`config.mk`:
```
export PLATFORM = sky130hd
export DESIGN_NAME = seg_scan_driver
export DESIGN_NICKNAME = d
export VERILOG_FILES = /design/src/rtl/seg_scan_driver.sv
export SDC_FILE = /design/constraint.sdc
export NUM_CORES = 1
export LEC_CHECK = 0
export BUFFER_PORTS_ARGS = -buffer_cell sky130_fd_sc_hd__buf_2
export CELL_PAD_IN_SITES_DETAIL_PLACEMENT = 2
export CELL_PAD_IN_SITES_GLOBAL_PLACEMENT = 2
export CORE_MARGIN = 1
export CORE_UTILIZATION = 40
export CTS_CLUSTER_DIAMETER = 100
export DETAILED_ROUTE_END_ITERATION = 12
export PLACE_DENSITY = 0.81
export RECOVER_POWER = 25
export SETUP_SLACK_MARGIN = 0.2
export SYNTH_ARGS = -nofsm -noshare
export SYNTH_HDL_FRONTEND = slang
export SYNTH_SLANG_ARGS = --single-unit
```
`constraint.sdc`:
```
create_clock -name clk -period 10.9 [get_ports clk]
set_input_delay 1.635 -clock clk [delete_from_list [all_inputs] [get_ports clk]]
set_output_delay 1.635 -clock clk [all_outputs]
set_load 0.01 [all_outputs]
```
`src/rtl/seg_scan_driver.sv`:
```
// Multiplexed 7-segment scan driver for DIGITS common-select digits.
// Each digit gets a slot of SCAN_DIV clocks. The first BLANK_CYC clocks of a
// slot are dead time. The remaining clocks are PWM-gated by bright.
// Per-digit data and attributes are snapshotted at frame start, so a
// display update never tears mid-frame.
module seg_scan_driver #(
  parameter int DIGITS       = 4,
  parameter int SCAN_DIV     = 32768,
  parameter int BLANK_CYC    = 256,
  parameter int BLINK_FRAMES = 64,
  parameter bit SEG_ACT_LOW  = 1'b1,
  parameter bit SEL_ACT_LOW  = 1'b0
) (
  input  logic                  clk,
  input  logic                  rst,
  input  logic [4*DIGITS-1:0]   data,
  input  logic [DIGITS-1:0]     dp,
  input  logic [DIGITS-1:0]     blank,
  input  logic [DIGITS-1:0]     blink,
  input  logic                  lz_en,
  input  logic [3:0]            bright,
  output logic [DIGITS-1:0]     SEG_S,
  output logic [7:0]            SEG
);

  localparam int SW = $clog2(SCAN_DIV);
  localparam int IW = (DIGITS > 1) ? $clog2(DIGITS) : 1;
  localparam int FW = (BLINK_FRAMES > 1) ? $clog2(BLINK_FRAMES) : 1;

  localparam logic [7:0]        SEG_OFF = {8{SEG_ACT_LOW}};
  localparam logic [DIGITS-1:0] SEL_OFF = {DIGITS{SEL_ACT_LOW}};

  logic [SW-1:0] slot_cnt;
  logic [IW-1:0] idx;
  logic [FW-1:0] frame_cnt;
  logic          blink_off;

  logic [4*DIGITS-1:0] snap_data;
  logic [DIGITS-1:0]   snap_dp, snap_blank, snap_blink;
  logic                snap_lz;

  logic slot_last, idx_last, frame_last, frame_start;

  assign slot_last   = (slot_cnt == SW'(SCAN_DIV - 1));
  assign idx_last    = (idx == IW'(DIGITS - 1));
  assign frame_last  = (frame_cnt == FW'(BLINK_FRAMES - 1));
  assign frame_start = (slot_cnt == '0) && (idx == '0);

  // Active-low gfedcba pattern for one hex nibble.
  function automatic logic [6:0] font(input logic [3:0] n);
    case (n)
      4'h0:    font = 7'h40;
      4'h1:    font = 7'h79;
      4'h2:    font = 7'h24;
      4'h3:    font = 7'h30;
      4'h4:    font = 7'h19;
      4'h5:    font = 7'h12;
      4'h6:    font = 7'h02;
      4'h7:    font = 7'h78;
      4'h8:    font = 7'h00;
      4'h9:    font = 7'h10;
      4'hA:    font = 7'h08;
      4'hB:    font = 7'h03;
      4'hC:    font = 7'h46;
      4'hD:    font = 7'h21;
      4'hE:    font = 7'h06;
      default: font = 7'h0E;
    endcase
  endfunction

  // Slot, digit and frame counters, and the blink phase.
  // NOTE: sequential state uses non-blocking (<=) so every register sees pre-edge values.
  always_ff @(posedge clk or posedge rst) begin
    if (rst) begin
      slot_cnt  <= '0;
      idx       <= '0;
      frame_cnt <= '0;
      blink_off <= 1'b0;
    end else if (slot_last) begin
      slot_cnt <= '0;
      if (idx_last) begin
        idx <= '0;
        if (frame_last) begin
          frame_cnt <= '0;
          blink_off <= ~blink_off;
        end else begin
          frame_cnt <= frame_cnt + 1'b1;
        end
      end else begin
        idx <= idx + 1'b1;
      end
    end else begin
      slot_cnt <= slot_cnt + 1'b1;
    end
  end

  // Frame-coherent snapshot of the display contents.
  // NOTE: the snapshot is reset explicitly so a fresh start shows defined data.
  always_ff @(posedge clk or posedge rst) begin
    if (rst) begin
      snap_data  <= '0;
      snap_dp    <= '0;
      snap_blank <= '0;
      snap_blink <= '0;
      snap_lz    <= 1'b0;
    end else if (frame_start) begin
      snap_data  <= data;
      snap_dp    <= dp;
      snap_blank <= blank;
      snap_blink <= blink;
      snap_lz    <= lz_en;
    end
  end

  // At frame start the freshly sampled inputs take the place of the snapshot.
  // The snapshot is only updated at the clock edge that ends that cycle.
  logic [4*DIGITS-1:0] eff_data;
  logic [DIGITS-1:0]   eff_dp, eff_blank, eff_blink;
  logic                eff_lz;

  assign eff_data  = frame_start ? data  : snap_data;
  assign eff_dp    = frame_start ? dp    : snap_dp;
  assign eff_blank = frame_start ? blank : snap_blank;
  assign eff_blink = frame_start ? blink : snap_blink;
  assign eff_lz    = frame_start ? lz_en : snap_lz;

  logic [DIGITS-1:0] suppress, one_hot;
  logic              zero_above, cur_dp, cur_blank, cur_blink, cur_sup, lit;
  logic [3:0]        cur_nib;
  logic [7:0]        pattern, next_seg;
  logic [DIGITS-1:0] next_sel;

  // Leading-zero mask, current-digit selection, lit decision and output encoding.
  // NOTE: every signal gets a default first, so no latches are inferred.
  always_comb begin
    suppress   = '0;
    one_hot    = '0;
    zero_above = 1'b1;
    cur_nib    = 4'h0;
    cur_dp     = 1'b0;
    cur_blank  = 1'b0;
    cur_blink  = 1'b0;
    cur_sup    = 1'b0;
    for (int i = DIGITS - 1; i >= 0; i--) begin
      zero_above  = zero_above && (eff_data[4*i +: 4] == 4'h0) && !eff_dp[i];
      suppress[i] = eff_lz && zero_above && (i != 0);
    end
    for (int i = 0; i < DIGITS; i++) begin
      if (idx == IW'(i)) begin
        one_hot[i] = 1'b1;
        cur_nib    = eff_data[4*i +: 4];
        cur_dp     = eff_dp[i];
        cur_blank  = eff_blank[i];
        cur_blink  = eff_blink[i];
        cur_sup    = suppress[i];
      end
    end
    lit = (slot_cnt >= SW'(BLANK_CYC)) && (slot_cnt[3:0] <= bright) &&
          !cur_blank && !(cur_blink && blink_off) && !cur_sup;
    pattern  = {~cur_dp, font(cur_nib)};
    next_seg = SEG_OFF;
    next_sel = SEL_OFF;
    if (lit) begin
      next_seg = SEG_ACT_LOW ? pattern : ~pattern;
      next_sel = one_hot ^ SEL_OFF;
    end
  end

  // Output registers; reset drives them dark immediately.
  always_ff @(posedge clk or posedge rst) begin
    if (rst) begin
      SEG_S <= SEL_OFF;
      SEG   <= SEG_OFF;
    end else begin
      SEG_S <= next_sel;
      SEG   <= next_seg;
    end
  end

endmodule

```
==> impl_metrics.yaml <==
status:
  status: "finished, violations left"
  violations: "capacitance limit, slew limit"
timing:
  finalSetupViolations: 0
  fin_skew_ns: 0.0116
  finalCritPeriodShare_pct: 42.5
  max_freq_ghz: 0.216
  finalHoldViolations: 0
  tns_ns: 0
  setup_ws_ns: 6.27
  drv_slew: 66
  period_needed_ns: 4.63
  worstMarginPinSlew_ns: 3.48
  max_slew_margin_pct: -132
  rsz0062_at_grt: "false"
logic_synthesis:
  yosysTopAreaCell: "dfrtp_1"
  synth_area_sq_um: 3470
  async_reset_ff_share_pct: 100
  synthCells: 330
  ys_seq_area_share_pct: 47.2
  syn_nets: 382
  synthTopCellsByArea: "dfrtp_1, ha_1, dfstp_2, nand2_1, mux2_2"
  syn_avg_cell_area_sq_um: 10.5
  yosysUniqueCellTypes: 54
  ys_seq_elements: 65
  ys.flop_type: "dfrtp_1"
  synth_top_area_share_pct: 41.1
  ys.warnings.count: 0
  synth_edf_count: 0
clock_network:
  cts_buffer_depth: 2
  clock_sinks: 65
  cts_tree: "yes"
  clk_transition_reported_paths_ns: 0.07
  cts_resized: 0
  cts-root-buf: "clkbuf_8"
  htreeDepth: 3
  clkLatencyLatePin_ns: 0.35
  hold_buffers: 0
  cts_setup_buffers: 0
  cts_buffers: 9
place:
  hpwl_mm: 7.19
  dp_slack_ns: 6.32
  dpl.cell_count: 469
  io_buffer_count: 46
  gp_congestion: 0.738
global_routing:
  met3_usage_pct: 4.86
  first_global_vias: 3040
  grt_max_degree: 66
  met1_usage_pct: 31.8
  grt_first_pass_wirelength_mm: 16.6
  overflow: 0
  grt_busiest_layer: "met2"
  grtUsageMet2_pct: 42.0
  grt_antenna_before_repair: 0
  grt_usage_pct: 25.3
worst_setup_path:
  timing.rr.start: "idx[0]"
  critical_path.endpoint_type: "flip-flop"
  critPathRequiredTime_ns: 11.17
  critPathArrivalTime_ns: 4.90
  start_kind: "flip-flop"
  cp_max_fo: 26
  worst-setup-path-type: "flip-flop to flip-flop"
  startpoint: "idx[0]"
floorplanning:
  die_y_um: 95.1
  ioPinCount: 47
  initial_core_util_pct: 41.8
  placementRows: 33
  dieArea_sq_um: 9050
  die_w_um: 95.1
  core_area_sq_um: 8300
drt:
  drt_pass1_iterations: 4
  drtIter0Drc: 107
  wirelength_mm: 10.4
  vias: 2757
  drc: 0
  routedWlPerCell_um: 21.5
  via_per_inst: 5.68
  drtAntennaViolNets: 0
pwr:
  power_density_nw_per_um2: 128
  vdd_drop_max_uv: 60.2
  power.leakage_nw: 1.89
  power_mw: 0.512
min_path:
  hold_path_startpoint: "frame_cnt[5]"
  hp-class: "flip-flop to flip-flop"
finish:
  n_antenna_cell: 0
  layout.cells.non_filler: 485
  syn_to_final_growth_pct: 15.2
  layout.nets: 427
  drive_above_1_share_pct: 26.3
run:
  drv_cap: 1
[Yosys cell counts (5+ instances only)]
cell type / n
and2_1: 7
clkbuf_1: 8
dfrtp_1: 57
dfstp_2: 8
ha_1: 17
inv_1: 19
mux2_2: 11
mux2_4: 7
mux2i_1: 10
nand2_1: 47
nand3_1: 19
nor2_1: 17
nor2b_1: 5
nor3_1: 6
o211ai_1: 5
o21ai_0: 10
xnor2_1: 7
xor2_1: 9
[power breakdown]
group          total [mW]  internal, mW  switching [mW]
clock network       0.226         0.131          0.0953
logic              0.0361        0.0148          0.0214
registers           0.250         0.247         0.00292
total               0.512         0.392           0.120
[cells in the final DEF (no fill, tap or decap), types with 7 or more instances in the layout]
cell / instances
nand2_1: 47
inv_1: 19
mux2_4: 7
nand3_1: 19
buf_2: 46
and2_1: 7
dfstp_2: 8
o21ai_0: 10
ha_1: 17
mux2i_1: 10
dfrtp_1: 57
nor2_1: 17
clkbuf_8: 13
xor2_1: 9
xnor2_1: 7
mux2_2: 11
[critical path, cell delays in order, from the launching register on]
cell	delay, ns
dfrtp_1	0.41
inv_1	0.13
ha_1	0.31
or4bb_1	0.63
or4_1	0.76
buf_4	0.35
mux2_2	0.28
o21ai_0	0.07
o21ai_0	0.58
inv_1	0.19
ha_1	0.35
o311a_1	0.35
o21ai_1	0.14
[kinds of logic (layout without fill, tap and decap cells)]
kind of cell / after synthesis / after routing / share of synthesized area [%]
AOI/OAI and AO/OA: 47 / 47 / 11.0
DFF: 65 / 65 / 47.2
xor gates and xnor gates: 16 / 16 / 4.04
buffers and inverters: 34 / 84 / 4.33
adders and majority gates: 17 / 17 / 6.13
and+or+nand+nor: 123 / 123 / 17.9
muxes: 28 / 28 / 9.49
[registers in the layout, summed over array words and instances, names as in the netlist]
name and count:
SEG 8, SEG_S 4, blink_off 1, frame_cnt 6, idx 2, slot_cnt 15, snap_blank 4, snap_blink 4
snap_data 16, snap_dp 4, snap_lz 1
[metrics by stage]
step | hold slack, ns | instance area, sq um | utilization [%]
finish | 0.493 | 4000 | 48.2
CTS | 0.499 | 4000 | 48.2
global route | 0.514 | 4000 | 48.2
global placement | 0.466 | 3780 | 45.6
floorplan | 0.437 | 3470 | -
detailed placement | 0.478 | 3780 | 45.6
[final timing paths]
path,to,slack (ns),depth (start not counted)
setup / recovery,SEG[3],6.27,12
hold / removal,frame_cnt[5],0.49,1
setup reg to reg,SEG[3],6.27,12
hold reg to reg,frame_cnt[5],0.49,1
max in group asynchronous,SEG_S[1],6.31,3
min in group asynchronous,snap_blink[1],2.63,3
[cell type report]
type                            instances  area, sq um
Fill cell                             880         4300
Multi-Input combinational cell        231         1690
Sequential cell                        65         1640
Timing Repair Buffer                   49          249
Clock buffer                           14          183
Tap cell                              105          131
Inverter                               19         71.3
Clock inverter                          2         35.0
[per-layer routing]
metal,vias to the layer above,part of all wire (%)
li1,1250,-
met1,1429,45
met2,58,50
met3,20,2.8
met4,0,2.7
met5,-,0
No activity file was read; power rests on OpenSTA's default activity.
